==> config.mk <==
export PLATFORM = sky130hd
export DESIGN_NAME = line_burst_adapter_flat
export DESIGN_NICKNAME = d
export VERILOG_FILES = /design/src/rtl/line_burst_adapter_pkg.sv /design/src/rtl/line_burst_adapter_if.sv /design/src/rtl/line_burst_adapter_beat_shifter.sv /design/src/rtl/line_burst_adapter.sv /design/src/flat_wrapper.sv
export SDC_FILE = /design/constraint.sdc
export NUM_CORES = 1
export LEC_CHECK = 0
export ABC_AREA = 1
export CAP_MARGIN = 20
export CORE_AREA = 3 3 287 289
export DETAILED_ROUTE_END_ITERATION = 16
export DIE_AREA = 0 0 290 292
export GPL_TIMING_DRIVEN = 0
export PLACE_DENSITY = 0.64
export SYNTH_ARGS = -nofsm -noshare
export SYNTH_HDL_FRONTEND = slang
export SYNTH_SLANG_ARGS = --single-unit
==> constraint.sdc <==
create_clock -name clk -period 24.3 [get_ports clk]
set_clock_uncertainty 0.1 [all_clocks]
set_input_delay 4.86 -clock clk [delete_from_list [all_inputs] [get_ports clk]]
set_output_delay 4.86 -clock clk [all_outputs]
set_load 0.02 [all_outputs]
==> src/rtl/line_burst_adapter_pkg.sv <==
// Shared types and constants for line_burst_adapter.
// Holds the FSM state encoding, the default line/beat widths and the line
// address alignment helper used by the adapter and its interfaces.
package line_adapter_pkg;

  localparam int DEFAULT_LINE_W   = 256;
  localparam int DEFAULT_BEAT_W   = 64;
  localparam int LINE_OFFSET_BITS = 5;
  localparam int ADDR_W           = 32;

  // Clears the byte-in-line offset bits of an address.
  localparam logic [ADDR_W-1:0] LINE_ADDR_MASK = {ADDR_W{1'b1}} << LINE_OFFSET_BITS;

  typedef enum logic [2:0] {
    IDLE,
    RD_REQ,
    RD_DATA,
    RD_RESP,
    WR_BEAT,
    WR_RESP
  } state_t;

  function automatic logic [ADDR_W-1:0] line_align(input logic [ADDR_W-1:0] addr);
    return addr & LINE_ADDR_MASK;
  endfunction

endpackage

==> src/rtl/line_burst_adapter_if.sv <==
// Bus interfaces of line_burst_adapter.
// line_port_if : line-level port, master = cache arbiter, slave = adapter.
// bmem_if      : 64-bit burst memory port, master = adapter, slave = memory.
interface line_port_if
  import line_adapter_pkg::*;
#(
  parameter int LINE_W = DEFAULT_LINE_W
);
  logic [ADDR_W-1:0] line_addr;
  logic              line_read;
  logic              line_write;
  logic [LINE_W-1:0] line_wdata;
  logic              line_ready;
  logic [LINE_W-1:0] line_rdata;
  logic              line_rvalid;
  logic              line_wdone;
  logic              proto_err;

  modport master (
    output line_addr, line_read, line_write, line_wdata,
    input  line_ready, line_rdata, line_rvalid, line_wdone, proto_err
  );

  modport slave (
    input  line_addr, line_read, line_write, line_wdata,
    output line_ready, line_rdata, line_rvalid, line_wdone, proto_err
  );
endinterface

interface bmem_if
  import line_adapter_pkg::*;
#(
  parameter int BEAT_W = DEFAULT_BEAT_W
);
  logic [ADDR_W-1:0] bmem_addr;
  logic              bmem_read;
  logic              bmem_write;
  logic [BEAT_W-1:0] bmem_wdata;
  logic              bmem_ready;
  logic [ADDR_W-1:0] bmem_raddr;
  logic [BEAT_W-1:0] bmem_rdata;
  logic              bmem_rvalid;

  modport master (
    output bmem_addr, bmem_read, bmem_write, bmem_wdata,
    input  bmem_ready, bmem_raddr, bmem_rdata, bmem_rvalid
  );

  modport slave (
    input  bmem_addr, bmem_read, bmem_write, bmem_wdata,
    output bmem_ready, bmem_raddr, bmem_rdata, bmem_rvalid
  );
endinterface

==> src/rtl/line_burst_adapter_beat_shifter.sv <==
// beat_shifter: indexed beat access into a cache line.
// Selects the outgoing write beat from the write line and builds the next
// read line with the incoming beat inserted, both at the same beat index.
module beat_shifter #(
  parameter int LINE_W = 256,
  parameter int BEAT_W = 64,
  parameter int IDX_W  = 2
) (
  input  logic [IDX_W-1:0]  i_idx,
  input  logic [LINE_W-1:0] i_wline,
  input  logic [LINE_W-1:0] i_rline,
  input  logic [BEAT_W-1:0] i_rbeat,
  output logic [BEAT_W-1:0] o_wbeat,
  output logic [LINE_W-1:0] o_rline
);
  localparam int BEATS = LINE_W / BEAT_W;

  // Beat select / beat insert; beat 0 occupies the least significant bits.
  always_comb begin
    // NOTE: every output gets a default before the loop so no path leaves it unassigned (no latch).
    o_wbeat = '0;
    o_rline = i_rline;
    for (int k = 0; k < BEATS; k++) begin
      if (i_idx == IDX_W'(k)) begin
        o_wbeat                       = i_wline[k*BEAT_W +: BEAT_W];
        o_rline[k*BEAT_W +: BEAT_W]   = i_rbeat;
      end
    end
  end

endmodule

==> src/rtl/line_burst_adapter.sv <==
// line_burst_adapter: 256-bit line port to 64-bit burst memory bridge.
// Reads gather BEATS beats into one line; writes split a line into BEATS beats.
// One transaction outstanding; line_ready is the backpressure to the arbiter.
// Optional macro LINE_ADAPTER_RADDR_CHECK_EN: compare bmem_raddr against the
// latched line address on every captured read beat and flag mismatches.
module line_burst_adapter
  import line_adapter_pkg::*;
#(
  parameter int LINE_W = DEFAULT_LINE_W,
  parameter int BEAT_W = DEFAULT_BEAT_W
) (
  input  logic       clk,
  input  logic       rst,
  line_port_if.slave line_if,
  bmem_if.master     bmem
);
  localparam int BEATS = LINE_W / BEAT_W;
  localparam int IDX_W = (BEATS > 1) ? $clog2(BEATS) : 1;
  localparam logic [IDX_W-1:0] LAST_BEAT = IDX_W'(BEATS - 1);

  state_t             r_state;
  logic [IDX_W-1:0]   r_beat_cnt;
  logic [ADDR_W-1:0]  r_addr_q;
  logic [LINE_W-1:0]  r_wline;
  logic [LINE_W-1:0]  r_line_rdata;
  logic               r_bmem_read;
  logic               r_bmem_write;
  logic               r_rvalid;
  logic               r_wdone;
  logic               r_proto_err;

  logic               w_line_ready;
  logic               w_req;
  logic               w_accept;
  logic               w_raddr_err;
  logic [BEAT_W-1:0]  w_wbeat;
  logic [LINE_W-1:0]  w_rline_next;

  // Ready is suppressed while reset is held so every output reads zero.
  assign w_line_ready = (r_state == IDLE) && bmem.bmem_ready && !rst;
  assign w_req        = line_if.line_read || line_if.line_write;
  assign w_accept     = w_req && w_line_ready;

`ifdef LINE_ADAPTER_RADDR_CHECK_EN
  assign w_raddr_err = (bmem.bmem_raddr != r_addr_q);
`else
  assign w_raddr_err = 1'b0;
`endif

  beat_shifter #(
    .LINE_W (LINE_W),
    .BEAT_W (BEAT_W),
    .IDX_W  (IDX_W)
  ) u_beat_shifter (
    .i_idx   (r_beat_cnt),
    .i_wline (r_wline),
    .i_rline (r_line_rdata),
    .i_rbeat (bmem.bmem_rdata),
    .o_wbeat (w_wbeat),
    .o_rline (w_rline_next)
  );

  assign line_if.line_ready  = w_line_ready;
  assign line_if.line_rdata  = r_line_rdata;
  assign line_if.line_rvalid = r_rvalid;
  assign line_if.line_wdone  = r_wdone;
  assign line_if.proto_err   = r_proto_err;

  // r_addr_q is cleared on return to IDLE, so it doubles as bmem_addr.
  assign bmem.bmem_addr  = r_addr_q;
  assign bmem.bmem_read  = r_bmem_read;
  assign bmem.bmem_write = r_bmem_write;
  assign bmem.bmem_wdata = w_wbeat;

  // Transaction FSM with registered command, response and error outputs.
  always_ff @(posedge clk or posedge rst) begin
    if (rst) begin
      // NOTE: the line registers are reset too, so a reset discards any partial line and line_rdata reads zero.
      r_state      <= IDLE;
      r_beat_cnt   <= '0;
      r_addr_q     <= '0;
      r_wline      <= '0;
      r_line_rdata <= '0;
      r_bmem_read  <= 1'b0;
      r_bmem_write <= 1'b0;
      r_rvalid     <= 1'b0;
      r_wdone      <= 1'b0;
      r_proto_err  <= 1'b0;
    end else begin
      // NOTE: non-blocking assignments so every flop updates from pre-edge values; later ones in this block override defaults.
      r_rvalid <= 1'b0;
      r_wdone  <= 1'b0;

      // Requests are dropped while busy; read beats are only legal in RD_DATA.
      if (w_req && !w_line_ready)
        r_proto_err <= 1'b1;
      if (bmem.bmem_rvalid && (r_state != RD_DATA))
        r_proto_err <= 1'b1;

      case (r_state)
        IDLE: begin
          if (w_accept) begin
            r_addr_q <= line_align(line_if.line_addr);
            if (line_if.line_write) begin
              r_wline      <= line_if.line_wdata;
              r_beat_cnt   <= '0;
              r_bmem_write <= 1'b1;
              r_state      <= WR_BEAT;
              if (line_if.line_read)
                r_proto_err <= 1'b1;
            end else begin
              r_bmem_read <= 1'b1;
              r_state     <= RD_REQ;
            end
          end
        end

        RD_REQ: begin
          if (bmem.bmem_ready) begin
            r_bmem_read <= 1'b0;
            r_beat_cnt  <= '0;
            r_state     <= RD_DATA;
          end
        end

        RD_DATA: begin
          if (bmem.bmem_rvalid) begin
            r_line_rdata <= w_rline_next;
            if (w_raddr_err)
              r_proto_err <= 1'b1;
            if (r_beat_cnt == LAST_BEAT) begin
              r_rvalid <= 1'b1;
              r_state  <= RD_RESP;
            end else begin
              r_beat_cnt <= r_beat_cnt + 1'b1;
            end
          end
        end

        RD_RESP: begin
          r_addr_q <= '0;
          r_state  <= IDLE;
        end

        WR_BEAT: begin
          if (bmem.bmem_ready) begin
            if (r_beat_cnt == LAST_BEAT) begin
              r_bmem_write <= 1'b0;
              r_wdone      <= 1'b1;
              r_state      <= WR_RESP;
            end else begin
              r_beat_cnt <= r_beat_cnt + 1'b1;
            end
          end
        end

        WR_RESP: begin
          r_addr_q <= '0;
          r_state  <= IDLE;
        end

        default: begin
          r_addr_q     <= '0;
          r_bmem_read  <= 1'b0;
          r_bmem_write <= 1'b0;
          r_state      <= IDLE;
        end
      endcase
    end
  end

endmodule

==> src/flat_wrapper.sv <==
// flat-port wrapper written by rule: the top's interface ports become plain ports
module line_burst_adapter_flat import line_adapter_pkg::*;
#(
  parameter int LINE_W = DEFAULT_LINE_W,
  parameter int BEAT_W = DEFAULT_BEAT_W
)
  (clk, rst, line_if_line_addr, line_if_line_read, line_if_line_write, line_if_line_wdata, line_if_line_ready, line_if_line_rdata, line_if_line_rvalid, line_if_line_wdone, line_if_proto_err, bmem_bmem_addr, bmem_bmem_read, bmem_bmem_write, bmem_bmem_wdata, bmem_bmem_ready, bmem_bmem_raddr, bmem_bmem_rdata, bmem_bmem_rvalid);
  line_port_if #(.LINE_W(LINE_W)) line_if_i ();
  bmem_if #(.BEAT_W(BEAT_W)) bmem_i ();
  input  logic clk;
  input  logic rst;
  input wire logic [$bits(line_if_i.line_addr)-1:0] line_if_line_addr;
  input wire logic [$bits(line_if_i.line_read)-1:0] line_if_line_read;
  input wire logic [$bits(line_if_i.line_write)-1:0] line_if_line_write;
  input wire logic [$bits(line_if_i.line_wdata)-1:0] line_if_line_wdata;
  output wire logic [$bits(line_if_i.line_ready)-1:0] line_if_line_ready;
  output wire logic [$bits(line_if_i.line_rdata)-1:0] line_if_line_rdata;
  output wire logic [$bits(line_if_i.line_rvalid)-1:0] line_if_line_rvalid;
  output wire logic [$bits(line_if_i.line_wdone)-1:0] line_if_line_wdone;
  output wire logic [$bits(line_if_i.proto_err)-1:0] line_if_proto_err;
  output wire logic [$bits(bmem_i.bmem_addr)-1:0] bmem_bmem_addr;
  output wire logic [$bits(bmem_i.bmem_read)-1:0] bmem_bmem_read;
  output wire logic [$bits(bmem_i.bmem_write)-1:0] bmem_bmem_write;
  output wire logic [$bits(bmem_i.bmem_wdata)-1:0] bmem_bmem_wdata;
  input wire logic [$bits(bmem_i.bmem_ready)-1:0] bmem_bmem_ready;
  input wire logic [$bits(bmem_i.bmem_raddr)-1:0] bmem_bmem_raddr;
  input wire logic [$bits(bmem_i.bmem_rdata)-1:0] bmem_bmem_rdata;
  input wire logic [$bits(bmem_i.bmem_rvalid)-1:0] bmem_bmem_rvalid;
  assign line_if_i.line_addr = line_if_line_addr;
  assign line_if_i.line_read = line_if_line_read;
  assign line_if_i.line_write = line_if_line_write;
  assign line_if_i.line_wdata = line_if_line_wdata;
  assign line_if_line_ready = line_if_i.line_ready;
  assign line_if_line_rdata = line_if_i.line_rdata;
  assign line_if_line_rvalid = line_if_i.line_rvalid;
  assign line_if_line_wdone = line_if_i.line_wdone;
  assign line_if_proto_err = line_if_i.proto_err;
  assign bmem_bmem_addr = bmem_i.bmem_addr;
  assign bmem_bmem_read = bmem_i.bmem_read;
  assign bmem_bmem_write = bmem_i.bmem_write;
  assign bmem_bmem_wdata = bmem_i.bmem_wdata;
  assign bmem_i.bmem_ready = bmem_bmem_ready;
  assign bmem_i.bmem_raddr = bmem_bmem_raddr;
  assign bmem_i.bmem_rdata = bmem_bmem_rdata;
  assign bmem_i.bmem_rvalid = bmem_bmem_rvalid;
  line_burst_adapter #(.LINE_W(LINE_W), .BEAT_W(BEAT_W)) u_core (.clk(clk), .rst(rst), .line_if(line_if_i), .bmem(bmem_i));
endmodule
==> results.md <==
* Fin crit period at 11.85 ns
* CTS clk-pin slew, worst paths at 0.06 ns
* Core Util, Final at 41.7%
* EDFF count, synth at 0
* Max IR drop VDD at 65.5 uV
* TritonCTS clock tree: done
* Gp weighted congestion at 0.872
* Largest net degree at the start of global routing at 124
* Fin. max-slew vios at 0
* Total GRT Usage at 20.1%
* Proportion of layout cells with a drive suffix above 1 at 6.70%
* Commonest non-fill, non-tap cell in the layout: nand2_1
* Starting density of the core at 28.5%
* Syn_area_per_cell at 8.52 um^2
* Setup TNS at 0 ns
* Fin Hold WS at 0.369 ns
* Via count at 20900
* Synthesized cell area at 22800 um^2
* Initial antenna violation count at 16
* Hold Path Stages at 2
* Routed wire length at 88100 um
* Top cells by area, synth: dfrtp_1, nand2_1, o21ai_0
* H-tree depth at 2
* 1st-iter DRT viols at 1275
* Clock sinks at 549
* Maximum capacitance violations at 0
* Dpl cell area at 31400 um^2
* CP Data Arrival Time at 6.89 ns
* Hold WC Path Type: flop to flop
* Die Width at 290 um
* Post-CTS setup buffers at 0
* CP Max Fanout at 78
* PortBufs at 705
* Synth cell types at 26
* Die area at 84700 um^2
* Hold Vio Cnt, Final at 0
* Dpl hpwl at 67300 um
* Sw Ratio at 35.6%
* Clock root buffer: clkbuf_16
* Status: finished clean
* Syn Inst Count at 2683
* Kind of critical path: input pin to output pin
* WL per Instance at 19.3 um
* Period utilization at 48.8%
* Startpoint Class: input pin
* Vias per cell at 4.57
* Worst-skew pair later-pin latency at 0.61 ns
* Row cnt at 104
* R2R cell count at 9
* Sw power at 0.00122 W
* # resized after CTS at 0
* Flop pwr share at 38.1%
* Layout net count at 3852
* Most frequent cells in the layout: nand2_1, clkdlybuf4s50_1, dfrtp_1
* Internal power at 0.00221 W
* Final setup fails at 0
* Max Root-Sink Buffers at 3
* Post-synth ARST share at 100%
* CP Capture Type: output pin
* Max Fclk at 0.0844 GHz
* Clock share of power at 27.2%
* Critical path data required time at 19.34 ns
* Die height at 292 um
* DR DRC count at 0
* Post-route cell area at 33400 um^2
* Number of global-route vias before repair at 21500
* Combinational Power Share at 34.6%
* Post-route ant nets at 0
* Synth Register Bits at 549
* Area Overhead vs Synth at 46.2%
* Cell taking the most area after synthesis: dfrtp_1
* Area share of the largest cell type after synthesis at 60.1%
* Leak at 16.0 nW
* Grt total ovfl at 0
* # IOs at 748
* Syn. warnings at 0
* RSZ-0062 raised after global routing: no
* Fillers at 8101
* First-pass GRT wire length at 133000 um
* Worst slew pin tran at 0.959 ns
* Drt first pass iters at 5
* Core area at 80200 um^2
* Hold_buf cts at 0
* CTS Buf Count at 60
* Register area share after synthesis at 60.1%
* Slew HR at 36.1%
* Power per cell area at 103 nW/um^2
* Dominant synthesized flop cell: dfrtp_1
[cells by family after synthesis]
group | Yosys count | share of synthesized area, %
AOI/OAI and AO/OA | 550 | 12.1
other | 1 | 0.0164
buffers and inverters | 382 | 7.31
adders and majority gates | 4 | 0.219
and+or+nand+nor | 1197 | 20.2
DFF | 549 | 60.1
[synth_stat cells, types with 5 or more instances]
cell / n
nand2_1: 1129
dfrtp_1: 549
o21ai_0: 406
inv_1: 206
o21ai_1: 75
a21oi_1: 67
buf_2: 60
clkbuf_1: 49
buf_4: 33
nand4_1: 27
nand3_1: 20
clkbuf_2: 18
nor2_1: 10
buf_1: 8
inv_2: 5
[critical path, stage by stage]
cell and delay (ns):
clkdlybuf4s50_1 0.51, inv_8 0.46, nand2_1 0.25, nor2_1 0.15, clkdlybuf4s50_1 0.66
[flip-flops by register name, indices dropped and copies added (netlist names)]
| register | count |
|---|---|
| u_core.bmem.bmem_addr | 27 |
| u_core.bmem.bmem_read | 1 |
| u_core.bmem.bmem_write | 1 |
| u_core.line_if.line_rdata | 256 |
| u_core.line_if.line_rvalid | 1 |
| u_core.line_if.line_wdone | 1 |
| u_core.line_if.proto_err | 1 |
| u_core.r_beat_cnt | 2 |
| u_core.r_state | 3 |
| u_core.r_wline | 256 |
[final timing paths]
kind	from	end	slack [ns]
min	u_core.r_wline[17]	u_core.r_wline[17]	0.37
min in group asynchronous	rst	u_core.line_if.proto_err	4.66
max in group asynchronous	rst	u_core.line_if.line_rdata[156]	17.71
max	rst	line_if_line_ready	12.45
max reg2reg	u_core.r_state[0]	u_core.r_wline[207]	22.07
min reg2reg	u_core.r_wline[17]	u_core.r_wline[17]	0.37
[metal layers]
layer	GRT usage [%]	share of wire, %
met1	23.4	39
met2	35.9	50
met3	5.77	7.5
met4	5.90	2.8
met5	0	0.15
[power by group through the flow]
stage	registers [W]	clock network, W	logic (W)
final	0.00131	0.000933	0.00119
after detailed placement	0.00132	0	0.00119
after floorplan	0.00136	0	0.000565
after CTS	0.00130	0.000952	0.00120
after global placement	0.00132	0	0.00118
after global routing	0.00133	0.000989	0.00130
[through the flow]
| stage | std cells | power [W] | setup WS [ns] |
|---|---|---|---|
| 2_1_floorplan | 2687 | 0.00193 | 0.791 |
| 3_3_place_gp | 4452 | 0.00250 | -5.63 |
| 3_5_place_dp | 4456 | 0.00251 | 12.37 |
| 4_1_cts | 4568 | 0.00346 | 12.36 |
| 5_1_grt | 4570 | 0.00363 | 12.22 |
| 6_report | 4573 | 0.00343 | 12.45 |
[cell type report]
cell class	instances	area, um^2	share of cell area (%)
Sequential cell	549	13700	41.1
Multi-Input combinational cell	1756	7450	22.3
Timing Repair Buffer	709	7170	21.5
Clock buffer	87	1770	5.31
Tap cell	1060	1330	3.97
Buffer	170	875	2.62
Inverter	212	803	2.41
Clock inverter	25	243	0.727
Antenna cell	5	12.5	0.0375
(Power assumes the default switching activity.)
